`src/rtl/player_input_pkg.sv`:
```
// Shared types and default timing constants for the player input block.
package player_input_pkg;

  typedef enum logic [1:0] {
    IDLE      = 2'd0,
    PRESS_CHK = 2'd1,
    HELD      = 2'd2,
    REL_CHK   = 2'd3
  } chan_state_e;

  localparam int DB_TICKS_DEF     = 2;
  localparam int REPEAT_DELAY_DEF = 30;
  localparam int REPEAT_RATE_DEF  = 6;
  localparam int HOLD_W           = 8;

endpackage

```
`src/rtl/player_input_if.sv`:
```
// Pin bundle between the raw button inputs and the debounced game-side outputs.
interface player_input_if #(
  parameter int NUM_BTNS = 3
);
  // No handshake here: inputs are sampled every tick, level is held while the
  // button is accepted as down, press/release/repeat are one-tick strobes.
  logic [NUM_BTNS-1:0]   btn_raw_n_in;
  logic                  enable_in;
  logic [NUM_BTNS-1:0]   btn_level_out;
  logic [NUM_BTNS-1:0]   btn_press_out;
  logic [NUM_BTNS-1:0]   btn_release_out;
  logic [NUM_BTNS-1:0]   btn_repeat_out;
  logic [2*NUM_BTNS-1:0] state_dbg;

  modport master (
    output btn_raw_n_in, enable_in,
    input  btn_level_out, btn_press_out, btn_release_out, btn_repeat_out, state_dbg
  );

  modport slave (
    input  btn_raw_n_in, enable_in,
    output btn_level_out, btn_press_out, btn_release_out, btn_repeat_out, state_dbg
  );

endinterface

```
`src/rtl/input_channel_fsm.sv`:
```
// One button channel: synchroniser, debounce FSM and (with PLAYER_INPUT_REPEAT_EN)
// the hold counter that generates auto-repeat strobes.
module input_channel_fsm
  import player_input_pkg::*;
#(
  parameter int DB_TICKS     = DB_TICKS_DEF,
  parameter int REPEAT_DELAY = REPEAT_DELAY_DEF,
  parameter int REPEAT_RATE  = REPEAT_RATE_DEF
) (
  input  logic       clk_60Hz_game,
  input  logic       reset,
  input  logic       btn_raw_n,
  input  logic       enable_in,
  output logic       level_o,
  output logic       press_o,
  output logic       release_o,
  output logic       repeat_o,
  output logic [1:0] state_dbg
);

  localparam int               CNT_W  = $clog2(DB_TICKS + 1);
  localparam logic [CNT_W-1:0] DB_C   = CNT_W'(DB_TICKS);
  localparam logic [CNT_W-1:0] ONE_C  = CNT_W'(1);
  localparam bit               DB_ONE = (DB_TICKS == 1);

  if (DB_TICKS < 1 || DB_TICKS > 15) begin : g_bad_db
    $error("DB_TICKS out of range 1..15");
  end
  if (REPEAT_DELAY < 1 || REPEAT_DELAY > 255) begin : g_bad_delay
    $error("REPEAT_DELAY out of range 1..255");
  end
  if (REPEAT_RATE < 1 || REPEAT_RATE > 255) begin : g_bad_rate
    $error("REPEAT_RATE out of range 1..255");
  end

  logic             sync1_q, sync1_d, sync2_q, sync2_d;
  logic             en_q, en_d, run;
  chan_state_e      state_q, state_d;
  logic [CNT_W-1:0] cnt_q, cnt_d, cnt_inc;
  logic             level_q, level_d, press_q, press_d, release_q, release_d;

  // en_q delays re-arming by one tick so a held button is re-debounced from scratch.
  assign run     = enable_in && en_q;
  assign cnt_inc = cnt_q + ONE_C;

  always_comb begin
    sync1_d   = ~btn_raw_n;
    sync2_d   = sync1_q;
    en_d      = enable_in;
    state_d   = state_q;
    cnt_d     = cnt_q;
    level_d   = level_q;
    press_d   = 1'b0;
    release_d = 1'b0;
    if (!run) begin
      state_d = IDLE;
      cnt_d   = '0;
      level_d = 1'b0;
    end else begin
      case (state_q)
        IDLE: if (sync2_q) begin
          if (DB_ONE) begin
            state_d = HELD;
            level_d = 1'b1;
            press_d = 1'b1;
          end else begin
            state_d = PRESS_CHK;
            cnt_d   = ONE_C;
          end
        end
        PRESS_CHK: if (sync2_q) begin
          if (cnt_inc == DB_C) begin
            state_d = HELD;
            cnt_d   = '0;
            level_d = 1'b1;
            press_d = 1'b1;
          end else begin
            cnt_d = cnt_inc;
          end
        end else begin
          state_d = IDLE;
          cnt_d   = '0;
        end
        HELD: if (!sync2_q) begin
          if (DB_ONE) begin
            state_d   = IDLE;
            level_d   = 1'b0;
            release_d = 1'b1;
          end else begin
            state_d = REL_CHK;
            cnt_d   = ONE_C;
          end
        end
        REL_CHK: if (!sync2_q) begin
          if (cnt_inc == DB_C) begin
            state_d   = IDLE;
            cnt_d     = '0;
            level_d   = 1'b0;
            release_d = 1'b1;
          end else begin
            cnt_d = cnt_inc;
          end
        end else begin
          state_d = HELD;
          cnt_d   = '0;
        end
        default: begin
          state_d = IDLE;
          cnt_d   = '0;
          level_d = 1'b0;
        end
      endcase
    end
  end

  always_ff @(posedge clk_60Hz_game or posedge reset) begin
    if (reset) begin
      sync1_q   <= 1'b0;
      sync2_q   <= 1'b0;
      en_q      <= 1'b0;
      state_q   <= IDLE;
      cnt_q     <= '0;
      level_q   <= 1'b0;
      press_q   <= 1'b0;
      release_q <= 1'b0;
    end else begin
      sync1_q   <= sync1_d;
      sync2_q   <= sync2_d;
      en_q      <= en_d;
      state_q   <= state_d;
      cnt_q     <= cnt_d;
      level_q   <= level_d;
      press_q   <= press_d;
      release_q <= release_d;
    end
  end

`ifdef PLAYER_INPUT_REPEAT_EN
  localparam logic [HOLD_W-1:0] DELAY_C = HOLD_W'(REPEAT_DELAY);
  localparam logic [HOLD_W-1:0] RATE_C  = HOLD_W'(REPEAT_RATE);

  logic [HOLD_W-1:0] hold_q, hold_d, hold_inc, hold_target;
  logic              fired_q, fired_d, repeat_q, repeat_d;
  logic              enter_held, stay_held;

  // After the first repeat the counter restarts from zero against the faster rate,
  // so it never needs to count past REPEAT_DELAY.
  assign enter_held  = (state_d == HELD) && (state_q == IDLE || state_q == PRESS_CHK);
  assign stay_held   = (state_d == HELD) && (state_q == HELD);
  assign hold_inc    = hold_q + 8'd1;
  assign hold_target = fired_q ? RATE_C : DELAY_C;

  always_comb begin
    hold_d   = hold_q;
    fired_d  = fired_q;
    repeat_d = 1'b0;
    if (enter_held || state_d == IDLE) begin
      hold_d  = '0;
      fired_d = 1'b0;
    end else if (stay_held) begin
      if (hold_inc == hold_target) begin
        hold_d   = '0;
        fired_d  = 1'b1;
        repeat_d = 1'b1;
      end else begin
        hold_d = hold_inc;
      end
    end
  end

  always_ff @(posedge clk_60Hz_game or posedge reset) begin
    if (reset) begin
      hold_q   <= '0;
      fired_q  <= 1'b0;
      repeat_q <= 1'b0;
    end else begin
      hold_q   <= hold_d;
      fired_q  <= fired_d;
      repeat_q <= repeat_d;
    end
  end

  assign repeat_o = repeat_q;
`else
  assign repeat_o = 1'b0;
`endif

  assign level_o   = level_q;
  assign press_o   = press_q;
  assign release_o = release_q;
  assign state_dbg = state_q;

endmodule

```
`src/rtl/player_input_processor.sv`:
```
// Debounced player buttons: NUM_BTNS independent channels. Define
// PLAYER_INPUT_REPEAT_EN to build in the auto-repeat strobes.
module player_input_processor
  import player_input_pkg::*;
#(
  parameter int NUM_BTNS     = 3,
  parameter int DB_TICKS     = DB_TICKS_DEF,
  parameter int REPEAT_DELAY = REPEAT_DELAY_DEF,
  parameter int REPEAT_RATE  = REPEAT_RATE_DEF
) (
  input logic           clk_60Hz_game,
  input logic           reset,
  player_input_if.slave pin
);

  logic [NUM_BTNS-1:0]   level_w, press_w, release_w, repeat_w;
  logic [2*NUM_BTNS-1:0] state_w;

  for (genvar i = 0; i < NUM_BTNS; i++) begin : g_chan
    input_channel_fsm #(
      .DB_TICKS    (DB_TICKS),
      .REPEAT_DELAY(REPEAT_DELAY),
      .REPEAT_RATE (REPEAT_RATE)
    ) u_chan (
      .clk_60Hz_game(clk_60Hz_game),
      .reset        (reset),
      .btn_raw_n    (pin.btn_raw_n_in[i]),
      .enable_in    (pin.enable_in),
      .level_o      (level_w[i]),
      .press_o      (press_w[i]),
      .release_o    (release_w[i]),
      .repeat_o     (repeat_w[i]),
      .state_dbg    (state_w[2*i +: 2])
    );
  end

  assign pin.btn_level_out   = level_w;
  assign pin.btn_press_out   = press_w;
  assign pin.btn_release_out = release_w;
  assign pin.btn_repeat_out  = repeat_w;
  assign pin.state_dbg       = state_w;

endmodule

```
`src/flat_wrapper.sv`:
```
// flat-port wrapper written by rule: the top's interface ports become plain ports
module player_input_processor_flat import player_input_pkg::*;
#(
  parameter int NUM_BTNS     = 3,
  parameter int DB_TICKS     = DB_TICKS_DEF,
  parameter int REPEAT_DELAY = REPEAT_DELAY_DEF,
  parameter int REPEAT_RATE  = REPEAT_RATE_DEF
)
  (clk_60Hz_game, reset, pin_btn_raw_n_in, pin_enable_in, pin_btn_level_out, pin_btn_press_out, pin_btn_release_out, pin_btn_repeat_out, pin_state_dbg);
  player_input_if #(.NUM_BTNS(NUM_BTNS)) pin_i ();
  input logic clk_60Hz_game;
  input logic reset;
  input wire logic [$bits(pin_i.btn_raw_n_in)-1:0] pin_btn_raw_n_in;
  input wire logic [$bits(pin_i.enable_in)-1:0] pin_enable_in;
  output wire logic [$bits(pin_i.btn_level_out)-1:0] pin_btn_level_out;
  output wire logic [$bits(pin_i.btn_press_out)-1:0] pin_btn_press_out;
  output wire logic [$bits(pin_i.btn_release_out)-1:0] pin_btn_release_out;
  output wire logic [$bits(pin_i.btn_repeat_out)-1:0] pin_btn_repeat_out;
  output wire logic [$bits(pin_i.state_dbg)-1:0] pin_state_dbg;
  assign pin_i.btn_raw_n_in = pin_btn_raw_n_in;
  assign pin_i.enable_in = pin_enable_in;
  assign pin_btn_level_out = pin_i.btn_level_out;
  assign pin_btn_press_out = pin_i.btn_press_out;
  assign pin_btn_release_out = pin_i.btn_release_out;
  assign pin_btn_repeat_out = pin_i.btn_repeat_out;
  assign pin_state_dbg = pin_i.state_dbg;
  player_input_processor #(.NUM_BTNS(NUM_BTNS), .DB_TICKS(DB_TICKS), .REPEAT_DELAY(REPEAT_DELAY), .REPEAT_RATE(REPEAT_RATE)) u_core (.clk_60Hz_game(clk_60Hz_game), .reset(reset), .pin(pin_i));
endmodule
```
`config.mk`:
```
export PLATFORM = sky130hd
export DESIGN_NAME = player_input_processor_flat
export DESIGN_NICKNAME = d
export VERILOG_FILES = /design/src/rtl/player_input_pkg.sv /design/src/rtl/player_input_if.sv /design/src/rtl/input_channel_fsm.sv /design/src/rtl/player_input_processor.sv /design/src/flat_wrapper.sv
export SDC_FILE = /design/constraint.sdc
export NUM_CORES = 1
export LEC_CHECK = 0
export CAP_MARGIN = 20
export CORE_MARGIN = 3
export CORE_UTILIZATION = 46
export CTS_BUF_LIST = sky130_fd_sc_hd__clkbuf_8
export CTS_CLUSTER_SIZE = 14
export DETAILED_ROUTE_END_ITERATION = 6
export PLACE_DENSITY = 0.75
export SLEW_MARGIN = 20
export SYNTH_ARGS = -nofsm -noshare
export SYNTH_HDL_FRONTEND = slang
export SYNTH_HIERARCHICAL = 1
export SYNTH_SLANG_ARGS = --single-unit
```
`constraint.sdc`:
```
create_clock -name clk_60Hz_game -period 1 [get_ports clk_60Hz_game]
set_input_delay 0.3 -clock clk_60Hz_game [delete_from_list [all_inputs] [get_ports clk_60Hz_game]]
set_output_delay 0.3 -clock clk_60Hz_game [all_outputs]
set_load 0.02 [all_outputs]
```
Yosys cells after proc, flatten, opt, wreduce, memory -nomap -nowiden

Index checks and enable logic that the tools add are counted.

Register bits after elaboration: 28
Input port bits: 6
Logic and storage cells: 161

$add $sub $neg: 3
Equality and inequality tests: 39
Muxes and demuxes: 81
Bitwise logic cells: 3
Reductions and logical operators: 13

Operators with widths:

| operator            | count |
|---|---|
| $mux 2              | 36 |
| $ne 3x3->1 const B  | 20 |
| $pmux 2 s4          | 6 |
| $mux 1              | 36 |
| $ne 4x4->1 const B  | 6 |
| $eq 2x2->1 const B  | 9 |
| $reduce_and 5->1    | 3 |
| $reduce_and 4->1    | 3 |
| $add 2x1->2 const B | 3 |
| $eq 2x1->1 const B  | 3 |
| $logic_not 2->1     | 3 |
| $pmux 1 s2          | 3 |
| $reduce_and 2->1    | 3 |
| $ne 3x1->1 const B  | 1 |
| $not 1->1           | 3 |
| $logic_and 1x1->1   | 1 |

Depth between registers and ports, before layout

Gate-level depths: netlist of run 1.

Depth after elaboration: 6
Gate-level depth with buffers: 3
Mapped depth without buffers: 3

By module

The synthesis of run 1 kept the hierarchy.

Modules (own cells, without submodules):

| module            | times used | cells each | area each (µm²) | sequential area each (µm²) |
|---|---|---|---|---|
| input_channel_fsm | 3          | 34         | 399.1           | 250.2 |

Worst setup path after synthesis of run 1

OpenSTA, ideal clock, no wires.

Kind: register -> register
From: register u_core.g_chan[0].u_chan.state_q[1]
To: register u_core.g_chan[0].u_chan.cnt_q[1]
Library setup time: 0.077 ns
Arrival: 1.043 ns
Data required time: 0.923 ns
Setup slack: -0.120 ns
Cell stages (with the launch flop): 4
Buffers on the path: 0
Path through: dfrtp_1 -> xor2_2 -> or2_1 -> a21oi_1

Word-level cells in the longest chain between the ends: 3

Ends and longest elaborated chain:

| what                                       | line                     | source |
|---|---|---|
| start: declaration                         | input_channel_fsm.sv:38  | `chan_state_e state_q, state_d;` |
| start signal: assignment                   | input_channel_fsm.sv:130 | `state_q <= state_d;` |
| $eq 2x2->1 (tied with other cells)         | input_channel_fsm.sv:60  | `case (state_q)` |
| $pmux 2 s4 or $ne 3x3->1 (tied branches)   | -                        |  |
| $mux 2 or $reduce_and 2->1 (tied branches) | -                        |  |
| end signal: assignment                     | input_channel_fsm.sv:131 | `cnt_q <= cnt_d;` |
| end: declaration                           | input_channel_fsm.sv:39  | `logic [CNT_W-1:0] cnt_q, cnt_d, cnt_inc;` |

Several ways; a longest one is shown, not always the timed one.
A chain may end at the register's enable or synchronous reset.

Final worst setup path of run 1

From: register u_core.g_chan[2].u_chan.state_q[0]
To: register u_core.g_chan[2].u_chan.level_q

Word-level cells in the longest chain between the ends: 3

Ends and longest elaborated chain:

| what                                                 | line                     | source |
|---|---|---|
| start: declaration                                   | input_channel_fsm.sv:38  |  |
| start signal: assignment                             | input_channel_fsm.sv:130 |  |
| $eq 2x2->1 or $eq 2x1->1 (tied branches)             | input_channel_fsm.sv:60  |  |
| $ne 3x3->1 (no line) or $pmux 1 s2 (tied branches)   | -                        |  |
| $reduce_and 5->1 (no line) or $mux 1 (tied branches) | -                        |  |
| end signal: assignment                               | input_channel_fsm.sv:132 | `level_q <= level_d;` |
| end: declaration                                     | input_channel_fsm.sv:40  | `logic level_q, level_d, press_q, press_d, release_q, release_d;` |

Several ways; a longest one is shown, not always the timed one.

==> metrics.cfg, run 1 <==
[outcome]
outcome=complete, but fails checks
failed_checks=negative setup slack

[sta]
rsz0062_at_grt=yes
fin_skew_ns=0.007324
holdWs_ns=0.3459
final.setup.worst_slack_ns=-0.2413
min_period_ns=1.241
max_freq_mhz=805.6
fin_crit_sh_pct=124.1
finalMaxSlewViolations=0
fin_tns_setup_ns=-3.793
hold_viol_final=0
setup_violations=35

[detailed_routing]
drtIter0Drc=44
routed_wl_mm=3.342
dr_total_vias=1032
antenna_left=0
routedWlPerCell_um=17.97
dr.pass1.iters=5
drc=0
viasPerCell=5.548

[cells_and_area]
syn2layout_area_growth_pct=61.76
antennaDiodeCount=0
final_cell_area_um2=1937
fin_util_pct=82.78
layout-drive-gt1-share_pct=55.70
fill_cells=123
fin_nets=164

[worst_setup_path]
cp_num_buf_inv=1
path_max_fanout=5
critPathKind=flip-flop to flip-flop
path_cells=buf_6 > and4b_1 > o21bai_1 > a21oi_2
cp_slowest_stage_delay_ns=0.40
slowest_stage=dfrtp_2
end_kind=flip-flop
required_ns=1.15
crit_path_start_kind=flip-flop
r2r_setup_slack_ns=-0.24
arrival_ns=1.39
critPathTopFamily=flip-flops

[place]
portBuffers=20
dp_slack_ns=-0.5199
gp_congestion=0.8203
place_area_um2=1570
dp_hpwl_mm=1.712

[synth]
synth_commonest_cells=30 x dfrtp_1, 9 x a21oi_1, 9 x inv_1, 9 x nor2_1
synth_top_flop_cell=dfrtp_1
yosysSeqAreaShare_pct=62.70
synth-seq-cells=30
syn_nets=108
syn_inst=102
syn_area_um2=1197
synth_area_leaders=dfrtp_1 63%, xor2_2 4.1%, a21oi_1 3.8%
synth_top_area_share_pct=62.70
synth-edff-count=0
synth_most_common_cell=dfrtp_1
async_reset_ff_share_pct=100.0
synth_top_area_cell=dfrtp_1
synth.distinct_cells=17
yosys_warnings=6
syn_area_per_cell_um2=11.74

[global_route]
grt_max_degree=11
antenna_found_initial=0
grt_pass1_vias=927
grt_overflow=0
grt_usage_pct=17.72
grt_pass1_wl_mm=4.264

[floorplanning]
start_util_pct=51.18
dieWidth_um=57.02
io-pin-count=24
dieArea_um2=3251
die_height_um=57.02
row_count=17
core-area_um2=2340

[hold_path]
hold_path_class=flip-flop to flip-flop

[power_and_ir_drop]
ir_drop_v=0.001127
powerDensity_nw_per_um2=1251
p_leak_nw=0.8940

[clocking]
cts_tree=built
htreeDepth=2
clk_pin_slew_ns=0.06
cts_buffers=5
clkLatencyLatePin_ns=0.28
clock_sinks=30
root_buffer=clkbuf_8
clockBufferDepth=2

[run]
maxCapViolCount=0

[registers in the layout (all words and copies together) (netlist names)]
name	cells
u_core/g_chan.u_chan/press_o	3
u_core/g_chan.u_chan/level_o	3
u_core/g_chan.u_chan/cnt_q	6
u_core/g_chan.u_chan/en_q	3
u_core/g_chan.u_chan/release_o	3
u_core/g_chan.u_chan/state_dbg	6
u_core/g_chan.u_chan/sync2_q	3
u_core/g_chan.u_chan/sync1_q	3
[power by group]
part | internal, mW | switching, mW
sequential | 1.25 | 0.0347
clock | 0.457 | 0.418
combinational | 0.127 | 0.139
[logic make-up (layout without fill, tap and decap cells)]
group                     count (synthesis)  count (layout)  synth area share [%]
AOI/OAI and AO/OA                        18              18                 10.03
other                                     3               3                0.9404
DFF                                      30              30                 62.70
buffers and inverters                    12              68                 4.702
and+or+nand+nor                          36              36                 17.55
xor gates and xnor gates                  3               3                 4.076
[cells in the final DEF, fill, tap and decap left out]
cell type / Yosys / layout
a211oi_2: 3 / 3
nand2_2: 0 / 3
xor2_4: 0 / 3
nor4_1: 3 / 2
nor2_2: 0 / 4
nand2_4: 0 / 1
o21bai_1: 3 / 3
buf_2: 0 / 2
nand3_1: 3 / 3
buf_6: 0 / 24
nor4b_2: 0 / 3
and4b_1: 3 / 3
a21oi_2: 0 / 6
nor2_4: 0 / 1
buf_4: 3 / 19
nand2_1: 6 / 2
clkdlybuf4s50_1: 0 / 4
buf_12: 0 / 2
nor4_4: 0 / 1
a21oi_1: 9 / 3
dlygate4sd2_1: 0 / 1
inv_1: 9 / 11
nor2_1: 9 / 4
dfrtp_1: 30 / 20
or2_1: 3 / 3
clkbuf_8: 0 / 5
o21ai_2: 0 / 1
nand3b_1: 6 / 6
dfrtp_2: 0 / 10
o21ai_1: 0 / 2
conb_1: 3 / 3
[worst reg2reg max path: cells and delay by family, from the launching register on]
| family | cells | cell delay [ns] |
|---|---|---|
| AOI/OAI and AO/OA | 2 | 0.37 |
| buffers and inverters | 1 | 0.13 |
| DFF | 1 | 0.40 |
| and+or+nand+nor | 1 | 0.21 |
[per-stage QoR]
| stage | total power [mW] | cells |
|---|---|---|
| finish | 2.423 | 186 |
| floorplan | 1.388 | 102 |
| global placement | 1.477 | 164 |
| CTS | 2.372 | 176 |
| global route | 2.511 | 186 |
| detailed placement | 1.485 | 164 |
[timing repair]
item	in CTS	in global routing
resized for setup	97	34
buffers inserted	5	10
hold buffers	0	0
setup endpoints to repair	36	36
pin swaps	3	14
[cell type report]
type / count / area, µm² / area share, %
multi-input cells: 60 / 516.7 / 26.68
well taps: 28 / 35.03 / 1.809
clock buffers: 5 / 68.82 / 3.553
clock inverters: 2 / 7.507 / 0.3876
inverters: 9 / 33.78 / 1.744
repair buffers: 52 / 511.7 / 26.42
flip-flops and latches: 30 / 763.2 / 39.41
[path summary, 6_finish.rpt]
path | startpoint | endpoint | cells past startpoint
setup / recovery | u_core/g_chan[2].u_chan/state_dbg[0] | u_core/g_chan[2].u_chan/level_o | 4
hold / removal | u_core/g_chan[0].u_chan/sync1_q | u_core/g_chan[0].u_chan/sync2_q | 0
setup reg to reg | u_core/g_chan[2].u_chan/state_dbg[0] | u_core/g_chan[2].u_chan/level_o | 4
hold reg to reg | u_core/g_chan[0].u_chan/sync1_q | u_core/g_chan[0].u_chan/sync2_q | 0
max in group asynchronous | reset | u_core/g_chan[0].u_chan/state_dbg[0] | 2
min in group asynchronous | reset | u_core/g_chan[0].u_chan/level_o | 2
[routing by layer]
layer / GRT usage (%) / vias up / wire, µm
met1: 19.73 / 516 / 1296
met5: 0 / - / 0
met3: 6.335 / 19 / 180
met4: 11.26 / 0 / 215
li1: - / 449 / -
met2: 28.71 / 48 / 1650
No activity file was read; power rests on OpenSTA's default activity.
==> run 2, diff against run 1 <==
--- a/config.mk
+++ b/config.mk
@@ -5,12 +5,14 @@
 export SDC_FILE = /design/constraint.sdc
 export NUM_CORES = 1
 export LEC_CHECK = 0
+export ABC_CLOCK_PERIOD_IN_PS = 1000
 export CAP_MARGIN = 20
 export CORE_MARGIN = 3
 export CORE_UTILIZATION = 46
 export CTS_BUF_LIST = sky130_fd_sc_hd__clkbuf_8
 export CTS_CLUSTER_SIZE = 14
 export DETAILED_ROUTE_END_ITERATION = 6
+export HOLD_SLACK_MARGIN = 0.1
 export PLACE_DENSITY = 0.75
 export SLEW_MARGIN = 20
 export SYNTH_ARGS = -nofsm -noshare
==> results of run 2 <==
Same layout as run 1: the final DEF is identical, and so are final timing and power.
